[src/rtl/dcache_pkg.sv]
// Shared definitions for the write-through data cache: RISC-V func3 codes,
// controller state encoding and the byte-strobe / alignment helpers.
package dcache_pkg;

    localparam logic [2:0] F3_B  = 3'd0;
    localparam logic [2:0] F3_H  = 3'd1;
    localparam logic [2:0] F3_W  = 3'd2;
    localparam logic [2:0] F3_BU = 3'd4;
    localparam logic [2:0] F3_HU = 3'd5;

    typedef enum logic [1:0] {
        IDLE  = 2'd0,
        FILL  = 2'd1,
        WRITE = 2'd2
    } dc_state_t;

    // Byte-lane enables for a store; unlisted store encodings give no lanes,
    // which the controller treats as a no-op.
    function automatic logic [3:0] calc_wstrb(input logic [2:0] f3, input logic [1:0] off);
        case (f3)
            F3_B:    return 4'b0001 << off;
            F3_H:    return 4'b0011 << off;
            F3_W:    return 4'b1111;
            default: return 4'b0000;
        endcase
    endfunction

    // Halves need an even offset, words need offset 0. Unlisted load
    // encodings behave as LW; unlisted store encodings are never misaligned.
    function automatic logic is_misaligned(input logic we, input logic [2:0] f3,
                                           input logic [1:0] off);
        logic half;
        logic word;
        half = (f3 == F3_H) || (!we && f3 == F3_HU);
        word = (f3 == F3_W) ||
               (!we && !(f3 inside {F3_B, F3_H, F3_BU, F3_HU}));
        return (half && off[0]) || (word && (off != 2'b00));
    endfunction

endpackage

[src/rtl/dcache_load_align.sv]
// Load result formatter: picks the addressed byte/half out of a cache word
// and sign- or zero-extends it according to func3.
module dcache_load_align
    import dcache_pkg::*;
#(
    parameter int DATA_WIDTH = 32
) (
    input  logic [DATA_WIDTH-1:0] word,
    input  logic [1:0]            offset,
    input  logic [2:0]            func3,
    output logic [DATA_WIDTH-1:0] rdata
);

    logic [7:0]  sel_b;
    logic [15:0] sel_h;

    // Lane select then extension; anything not byte/half returns the word.
    always_comb begin
        case (offset)
            2'd0:    sel_b = word[7:0];
            2'd1:    sel_b = word[15:8];
            2'd2:    sel_b = word[23:16];
            default: sel_b = word[31:24];
        endcase
        sel_h = offset[1] ? word[31:16] : word[15:0];
        case (func3)
            F3_B:    rdata = {{(DATA_WIDTH-8){sel_b[7]}}, sel_b};
            F3_BU:   rdata = {{(DATA_WIDTH-8){1'b0}}, sel_b};
            F3_H:    rdata = {{(DATA_WIDTH-16){sel_h[15]}}, sel_h};
            F3_HU:   rdata = {{(DATA_WIDTH-16){1'b0}}, sel_h};
            default: rdata = word;
        endcase
    end

endmodule

[src/rtl/dcache_wt.sv]
// Direct-mapped, write-through, no-write-allocate data cache, one word per
// line. Load hits return in the request cycle; load misses fill through FILL,
// every store goes to memory through WRITE.
// Optional build macro DCACHE_WT_STATS_EN adds load hit/miss counters.
module dcache_wt
    import dcache_pkg::*;
#(
    parameter int ADDR_WIDTH = 32,
    parameter int DATA_WIDTH = 32,
    parameter int BYTE_WIDTH = 8,
    parameter int SETS       = 64
) (
    input  logic                  clk,
    input  logic                  rst,
    input  logic                  cpu_req,
    input  logic                  cpu_we,
    input  logic [2:0]            cpu_func3,
    input  logic [ADDR_WIDTH-1:0] cpu_addr,
    input  logic [DATA_WIDTH-1:0] cpu_wdata,
    output logic [DATA_WIDTH-1:0] cpu_rdata,
    output logic                  cpu_stall,
    output logic                  cpu_misaligned,
    output logic                  mem_req,
    output logic                  mem_we,
    output logic [ADDR_WIDTH-1:0] mem_addr,
    output logic [DATA_WIDTH-1:0] mem_wdata,
    output logic [3:0]            mem_wstrb,
    input  logic [DATA_WIDTH-1:0] mem_rdata,
    input  logic                  mem_ack,
    output logic [31:0]           hit_count,
    output logic [31:0]           miss_count
);

    localparam int IW = $clog2(SETS);
    localparam int TW = ADDR_WIDTH - IW - 2;

    dc_state_t state, state_nxt;

    logic [SETS-1:0]       valid;
    logic [TW-1:0]         tag_arr  [SETS];
    logic [DATA_WIDTH-1:0] data_arr [SETS];

    logic [IW-1:0]         idx, fidx;
    logic [TW-1:0]         tag, ftag;
    logic [1:0]            off;
    logic                  hit, wr_hit, misal;
    logic [3:0]            st_strb;
    logic [DATA_WIDTH-1:0] st_wdata, rd_word;
    logic                  start_fill, start_write;
    logic                  st_done;

    // Request-side fields; the in-flight transaction is addressed from the
    // registered mem_addr so the update does not depend on the core's bus.
    assign idx    = cpu_addr[IW+1:2];
    assign tag    = cpu_addr[ADDR_WIDTH-1:IW+2];
    assign off    = cpu_addr[1:0];
    assign fidx   = mem_addr[IW+1:2];
    assign ftag   = mem_addr[ADDR_WIDTH-1:IW+2];
    assign hit    = valid[idx] && (tag_arr[idx] == tag);
    assign wr_hit = valid[fidx] && (tag_arr[fidx] == ftag);
    assign misal  = cpu_req && is_misaligned(cpu_we, cpu_func3, off);
    assign st_strb = calc_wstrb(cpu_func3, off);
    assign rd_word = data_arr[idx];

    assign cpu_misaligned = misal;

    // Replicate store data so every enabled lane carries the right byte.
    always_comb begin
        case (cpu_func3)
            F3_B:    st_wdata = {4{cpu_wdata[BYTE_WIDTH-1:0]}};
            F3_H:    st_wdata = {2{cpu_wdata[2*BYTE_WIDTH-1:0]}};
            default: st_wdata = cpu_wdata;
        endcase
    end

    dcache_load_align #(.DATA_WIDTH(DATA_WIDTH)) u_align (
        .word   (rd_word),
        .offset (off),
        .func3  (cpu_func3),
        .rdata  (cpu_rdata)
    );

    // Controller state register.
    always_ff @(posedge clk or posedge rst) begin
        if (rst) state <= IDLE;
        else     state <= state_nxt;
    end

    // Next state and stall. st_done marks the cycle right after a store ack,
    // where the still-held store request is retired instead of re-issued.
    always_comb begin
        state_nxt   = state;
        cpu_stall   = 1'b0;
        start_fill  = 1'b0;
        start_write = 1'b0;
        case (state)
            IDLE: begin
                if (cpu_req && !misal) begin
                    if (!cpu_we) begin
                        if (!hit) begin
                            cpu_stall  = 1'b1;
                            start_fill = 1'b1;
                            state_nxt  = FILL;
                        end
                    end else if (st_strb != 4'b0000 && !st_done) begin
                        cpu_stall   = 1'b1;
                        start_write = 1'b1;
                        state_nxt   = WRITE;
                    end
                end
            end
            FILL, WRITE: begin
                cpu_stall = cpu_req;
                if (mem_ack) state_nxt = IDLE;
            end
            default: state_nxt = IDLE;
        endcase
    end

    // One-cycle flag: the store just acknowledged is complete.
    always_ff @(posedge clk or posedge rst) begin
        if (rst) st_done <= 1'b0;
        else     st_done <= (state == WRITE) && mem_ack;
    end

    // Memory-side request registers; address/data are captured on leaving IDLE.
    always_ff @(posedge clk or posedge rst) begin
        if (rst) begin
            mem_req   <= 1'b0;
            mem_we    <= 1'b0;
            mem_addr  <= '0;
            mem_wdata <= '0;
            mem_wstrb <= 4'b0000;
        end else if (start_fill) begin
            mem_req   <= 1'b1;
            mem_we    <= 1'b0;
            mem_addr  <= {cpu_addr[ADDR_WIDTH-1:2], 2'b00};
            mem_wstrb <= 4'b0000;
        end else if (start_write) begin
            mem_req   <= 1'b1;
            mem_we    <= 1'b1;
            mem_addr  <= {cpu_addr[ADDR_WIDTH-1:2], 2'b00};
            mem_wdata <= st_wdata;
            mem_wstrb <= st_strb;
        end else if ((state == FILL || state == WRITE) && mem_ack) begin
            mem_req   <= 1'b0;
            mem_we    <= 1'b0;
        end
    end

    // Valid bits: set on fill completion, all cleared by reset.
    always_ff @(posedge clk or posedge rst) begin
        if (rst)                           valid       <= '0;
        else if (state == FILL && mem_ack) valid[fidx] <= 1'b1;
    end

    // Tag/data arrays (no reset): fill the line, or merge a store hit.
    always_ff @(posedge clk) begin
        if (state == FILL && mem_ack) begin
            tag_arr[fidx]  <= ftag;
            data_arr[fidx] <= mem_rdata;
        end else if (state == WRITE && mem_ack && wr_hit) begin
            for (int b = 0; b < 4; b++) begin
                if (mem_wstrb[b])
                    data_arr[fidx][b*BYTE_WIDTH +: BYTE_WIDTH] <= mem_wdata[b*BYTE_WIDTH +: BYTE_WIDTH];
            end
        end
    end

`ifdef DCACHE_WT_STATS_EN
    // Load statistics: hits are zero-wait IDLE load cycles, misses are fill starts.
    always_ff @(posedge clk or posedge rst) begin
        if (rst) begin
            hit_count  <= '0;
            miss_count <= '0;
        end else begin
            if (state == IDLE && cpu_req && !cpu_we && !misal && hit)
                hit_count <= hit_count + 32'd1;
            if (start_fill)
                miss_count <= miss_count + 32'd1;
        end
    end
`else
    assign hit_count  = 32'd0;
    assign miss_count = 32'd0;
`endif

endmodule
[config.mk]
export PLATFORM = sky130hd
export DESIGN_NAME = dcache_wt
export DESIGN_NICKNAME = d
export VERILOG_FILES = /design/src/rtl/dcache_pkg.sv /design/src/rtl/dcache_load_align.sv /design/src/rtl/dcache_wt.sv
export SDC_FILE = /design/constraint.sdc
export NUM_CORES = 2
export LEC_CHECK = 0
export BUFFER_PORTS_ARGS = -buffer_cell sky130_fd_sc_hd__buf_2
export CORE_MARGIN = 2
export CORE_UTILIZATION = 50
export DETAILED_ROUTE_END_ITERATION = 10
export PLACE_DENSITY_LB_ADDON = 0.08
export SYNTH_ARGS = -nofsm -noshare
export SYNTH_HDL_FRONTEND = slang
export SYNTH_SLANG_ARGS = --single-unit
[constraint.sdc]
create_clock -name clk -period 11.5 [get_ports clk]
set_clock_uncertainty 0.1 [all_clocks]
set_input_delay 2.3 -clock clk [delete_from_list [all_inputs] [get_ports clk]]
set_output_delay 2.3 -clock clk [all_outputs]
set_load 0.03 [all_outputs]
# [After elaboration in Yosys (flattened, before gate mapping)]
# Memories as Yosys holds them, arrays and structs flattened.
# Index checks and enable logic that the tools add are counted.
[word_totals] regBits=137 latch_bits=0 mem_bits_rw=3584 rom_bits=0 inputBits=104 output_inout_bits=168 wordCells=126 mem_count=2
[classes] n_addsub=0 multipliers=0 n_div=0 n_lt_le_gt_ge=3 n_eq_ne=14 shift=2 muxes=58 n_bitwise=6 reduce_logical=33
[mem_list] name="data_arr" depth=64 word_bits=32 rd=1 rd_ports_with_merged_regs=0 wr=1 line_no="dcache_wt.sv:41" rtl="logic [DATA_WIDTH-1:0] data_arr [SETS];"
[mem_list] name="tag_arr" depth=64 word_bits=24 rd=2 rd_ports_with_merged_regs=0 wr=1 line_no="dcache_wt.sv:40" rtl="logic [TW-1:0] tag_arr [SETS];"
[op_table] op="$pmux 32 s4" count=1
[op_table] op="$mux 32" count=2
[op_table] op="$or 64x64->64" count=1
[op_table] op="$pmux 32 s2" count=1
[op_table] op="$eq 24x24->1" count=2
[op_table] op="$mux 1" count=35
[op_table] op="$mux 8" count=4
[op_table] op="$pmux 8 s3" count=1
[op_table] op="$mux 16" count=1
[op_table] op="$logic_and 1x1->1" count=14
[op_table] op="$lt 6x7->1 const B" count=2
[op_table] op="$bmux 1 s6" count=2
[op_table] op="$pmux 4 s3" count=1
[op_table] op="$mux 2" count=5
[op_table] op="$mux 4" count=2
[op_table] op="$reduce_bool 4->1" count=2
[op_table] op="$demux 1 s6" count=1
[op_table] op="$eq 3x3->1 const B" count=2
[op_table] op="$ge 6x1->1 const B" count=1
[op_table] op="$ne 3x3->1 const B" count=2
[op_table] op="$eq 2x1->1 const B" count=2
[op_table] op="$eq 2x2->1 const B" count=2
[op_table] op="$logic_not 1->1" count=4
[op_table] op="$logic_not 2->1" count=2
[op_table] op="16 further kinds" count=24

# [Longest topological paths before layout]
[depth] ltp_word=14 ltp_mapped=19 depth_no_buf=11

# [Modules after synthesis]
# Synthesis repeated with hierarchy kept, for this count alone.
[unflattened] hier_cells=8439 hier_area_um2=159950.9
[modules_own_cells] mod="dcache_wt" n_inst=1 cells_each=8306 area_per_inst_um2=158981.2 seq_area_each_um2=111001.5
[modules_own_cells] mod="dcache_load_align" n_inst=1 cells_each=133 area_per_inst_um2=969.7 seq_area_each_um2=0.0

# [Least setup slack after synthesis]
# OpenSTA, ideal clock, no wires.
[synth_timing] path_type="in2out" start="in cpu_addr[2]" end="out cpu_rdata[0]" arrival_ns=6.377 setup_slack_ns=2.723 stages=14 path_buffers=10 path_cell_list="buf_2 -> buf_4 -> buf_4 -> buf_4 -> buf_4 -> buf_4 -> buf_2 -> buf_2 -> buf_2 -> buf_2 -> mux4_2 -> mux4_2 -> mux4_2 -> o22a_1"
[synth_via] elab_chain_cells=3 elab_cells_between_ends=4 classes_between="mux: 3; memory: 1"
[synth_lines] element="from (decl)" line_no="dcache_wt.sv:18" rtl="input logic [ADDR_WIDTH-1:0] cpu_addr,"
[synth_lines] element="$mem_v2 64x32 (*)"
[synth_lines] element="$pmux 8 s3 / $mux 16 (equally long branches)" line_no="dcache_load_align.sv:19, dcache_load_align.sv:25"
[synth_lines] element="$pmux 32 s4 (*)" line_no="dcache_load_align.sv:26" rtl="case (func3)"
[synth_lines] element="to (decl)" line_no="dcache_wt.sv:20" rtl="output logic [DATA_WIDTH-1:0] cpu_rdata,"
# Every way passes the cells marked *; elsewhere a longest branch is shown, timed or not.

# [Worst setup path after layout]
[layout_timing] start="in cpu_addr[2]" end="out cpu_stall"
[layout_via] elab_chain_cells=7 elab_cells_between_ends=9 classes_between="eq/ne: 1; mux: 6; reduce/logical: 1; memory: 1"
[layout_lines] element="$mem_v2 64x24 / $bmux 1 s6 (equally long branches)"
[layout_lines] element="$eq 24x24->1 / $mux 1 (equally long branches)" line_no="dcache_wt.sv:59" rtl="assign hit = valid[idx] && (tag_arr[idx] == tag);"
[layout_lines] element="$logic_and 1x1->1 (*)" line_no="dcache_wt.sv:59"
[layout_lines] element="$mux 1 (*)" line_no="dcache_wt.sv:100" rtl="if (!hit) begin"
[layout_lines] element="$mux 1 (*)" line_no="dcache_wt.sv:99" rtl="if (!cpu_we) begin"
[layout_lines] element="$mux 1 (*)" line_no="dcache_wt.sv:98" rtl="if (cpu_req && !misal) begin"
[layout_lines] element="$pmux 1 s2 (*)" line_no="dcache_wt.sv:96" rtl="case (state)"
[layout_lines] element="to (decl)" line_no="dcache_wt.sv:21" rtl="output logic cpu_stall,"
# Every way passes the cells marked *; elsewhere a longest branch is shown, timed or not. The select of a mux whose other input is x is not followed.

==> results.md <==
* Max Freq at 93.6 MHz
* Post-synth EDFFs at around 3600
* DR pass1 iterations at 7
* Row count at 207
* Async SR Flop Fraction at 3.63%
* Crit path required time at approximately 9.1 ns
* PD cells at 218 mW/mm²
* Final ANT Viol Nets at 0
* Reg2reg end: data_arr[38][9]
* CP Class: in2out
* Total wire length at 589000 µm
* Worst VDD drop at 0.338 mV
* CTS tree: built
* Synth Cell Area at approximately 0.16 mm²
* Synth unique cells at 80
* Die span in x at between 500 and 600 µm
* Failing checks: max-capacitance violations, max-slew violations
* Post-CTS sizing at 0
* Max-cap check violation count at 1
* Worst slew pin tran at around 1.5 ns
* Seq/Total Area, Yosys at 69.8%
* Ys flop type: edfxtp_1
* DR vias/cell at 7.12
* Largest net degree at the start of global routing at 130
* Ys Warns at 0
* Worst r2r src: mem_addr[4]
* Initial antenna violation count at 38
* Post-detail-place hpwl at 362000 µm
* Die height at between 500 and 600 µm
* Depth of the CTS H-tree at 5
* Post-CTS Hold Buffers at 0
* Post-DR wirelength/cell at 44.2 µm
* Core Box Area at 0.317 mm²
* Cells on worst reg2reg path at 15
* Remaining Overflow, GRT at 0
* IO Pins at 272
* Placer's final routability congestion estimate at 0.941
* Type of origin of the critical path: primary input
* RSZ-0062 raised after global routing: false
* Worst setup endpoint: cpu_stall
* Crit end category: primary output
* Global-route wire length before repair at roughly 800000 µm
* Post-CTS setup buffer count at 0
* Crit Path Max Fanout at 47
* Gr usage total at 36.2%
* Starting Density at 50.1%
* Total power draw at approximately 0.04 W
* Pleak at around 58 nW
* TritonCTS Buffers at 389
* Min-Delay Path Class: reg2reg
* Clk sinks at about 3700
* Outcome: finished with violations
* PortBufs at 205
* Synth Instances at 8447
* Synth Register Bits at 3719
* Reg2Reg Setup Slack at approximately 2.4 ns
* Final worst path period need at between 10 and 15 ns
* Synth-to-layout area growth at 12.3%
* Vias in the first global route at 92500
* Worst Setup SP: cpu_addr[2]
* Final hold vios at 0
* Iteration-0 DRC Markers at 15300
* CTS Buffer Depth at 4
* Syn Area/Cell at 18.8 µm²
* Final nets at slightly below 9000
* Finish-stage setup viols at 0
* Layout cells sized above 1 at 28.5%
* Max Slew Vio Count at 7
* Rel. slew slack at -3.14%
* Worst EP arrival at 8.28 ns
* Worst-skew pair later-pin latency at 1.00 ns
* Clk root buf: clkbuf_16
* Finished Cell Area at 0.178 mm²
* Clk slew on worst S/H paths at 0.06 ns
* Dpl cell area at 0.166 mm²
* Vias at 94700
* Final setup TNS at 0 ns
* Fin crit share at 92.9%
* Die area at 0.322 mm²
* Drc violations at 0
[cell families after synthesis]
logic type,Yosys count,synth area share (%)
compound gates,1109,5.10
mux,1728,19.3
buf+inv,699,2.13
other cells,1,0.00236
simple gates,1144,3.34
fa+ha+maj,4,0.0315
flops,3719,69.8
xor+xnor,43,0.237
[how the worst min path moves through the flow]
stage	startpoint	end	slack [ns]	depth (start not counted)
6_report	valid[5]	valid[5]	0.39	1
2_1_floorplan	valid[16]	valid[16]	0.35	1
3_3_place_gp	valid[57]	valid[57]	0.37	1
5_1_grt	valid[55]	valid[55]	0.41	1
3_5_place_dp	valid[17]	valid[17]	0.38	1
4_1_cts	valid[3]	valid[3]	0.39	1
[worst max-delay path: stages]
cell and delay, ns:
buf_12 0.30, buf_4 0.69, mux4_2 0.60, mux2_2 0.29, o221ai_1 0.26, xnor2_1 0.11
o21ai_0 1.11, nand4b_1 0.62, or4_1 0.87, o31ai_1 0.30, buf_4 0.17, nor2_4 0.08
o21ba_2 0.22, buf_2 0.17
[state kept, by name, summed over array words and instances (netlist names)]
signal / flops
data_arr: 2048
tag_arr: 1536
valid: 64
mem_wdata: 32
mem_addr: 30
mem_wstrb: 4
state: 2
mem_req: 1
mem_we: 1
st_done: 1
[metal layers]
metal / vias to the layer above / track usage (%) / part of all wire [%]
li1: 35900 / - / -
met1: 49900 / 46.1 / 36
met2: 7054 / 54.8 / 45
met3: 1824 / 9.31 / 11
met4: 32 / 24.5 / 8.1
met5: - / 0.283 / 0.066
[cell usage after synthesis, types with 83 or more instances]
cell type	instances	share of area, %
o21ai_0	125	0.39
nor2_1	426	1.0
a221oi_1	201	1.1
edfxtp_1	3584	68
o22ai_1	112	0.44
mux4_2	1048	15
mux2i_1	448	2.8
dfrtp_1	135	2.1
buf_2	205	0.65
nand2_1	325	0.77
a22oi_1	219	1.0
nand3_1	95	0.30
a21oi_1	137	0.43
clkbuf_1	258	0.61
buf_1	83	0.20
buf_4	125	0.59
mux2_2	232	1.6
[metrics by stage]
stage | utilization [%] | setup slack [ns] | std cells | hold WS (ns)
after floorplan | - | 2.72 | 8512 | 0.350
after global placement | 52.3 | 0.881 | 12500 | 0.366
after detailed placement | 52.3 | 1.15 | 12500 | 0.378
after CTS | 56.2 | 1.14 | 13200 | 0.392
after global routing | 56.3 | 0.905 | 13300 | 0.408
final | 56.3 | 0.816 | 13300 | 0.394
[cell usage in the layout, fill, tap and decap left out, types with 77 or more instances in the layout]
master / count
a22oi_1: 219
mux4_2: 1048
edfxtp_1: 3584
clkbuf_1: 92
clkinv_1: 77
o22ai_1: 112
dfrtp_1: 108
a21oi_1: 137
a221oi_1: 200
nand3_1: 91
nor2_1: 360
nand2_1: 324
mux2i_1: 445
buf_2: 200
clkbuf_16: 397
mux2_2: 232
o21ai_0: 124
buf_4: 286
[report_power, final]
| part | total [W] | leakage [nW] | internal (W) | switching (W) |
|---|---|---|---|---|
| combinational | 0.00968 | 17.4 | 0.00270 | 0.00698 |
| sequential | 0.0165 | 33.9 | 0.0161 | 0.000480 |
| clock | 0.0126 | 6.17 | 0.00725 | 0.00540 |
| total | 0.0389 | 57.5 | 0.0260 | 0.0129 |
[cell type report]
class / count / area (µm²)
fill: 24200 / 139000
sequential: 3719 / 111000
multi-input combinational: 4094 / 45500
clock buffer: 502 / 10500
tap: 4180 / 5230
timing repair buffer: 518 / 3760
clock inverter: 211 / 2140
antenna: 63 / 158
inverter: 23 / 115
(Power assumes the default switching activity.)
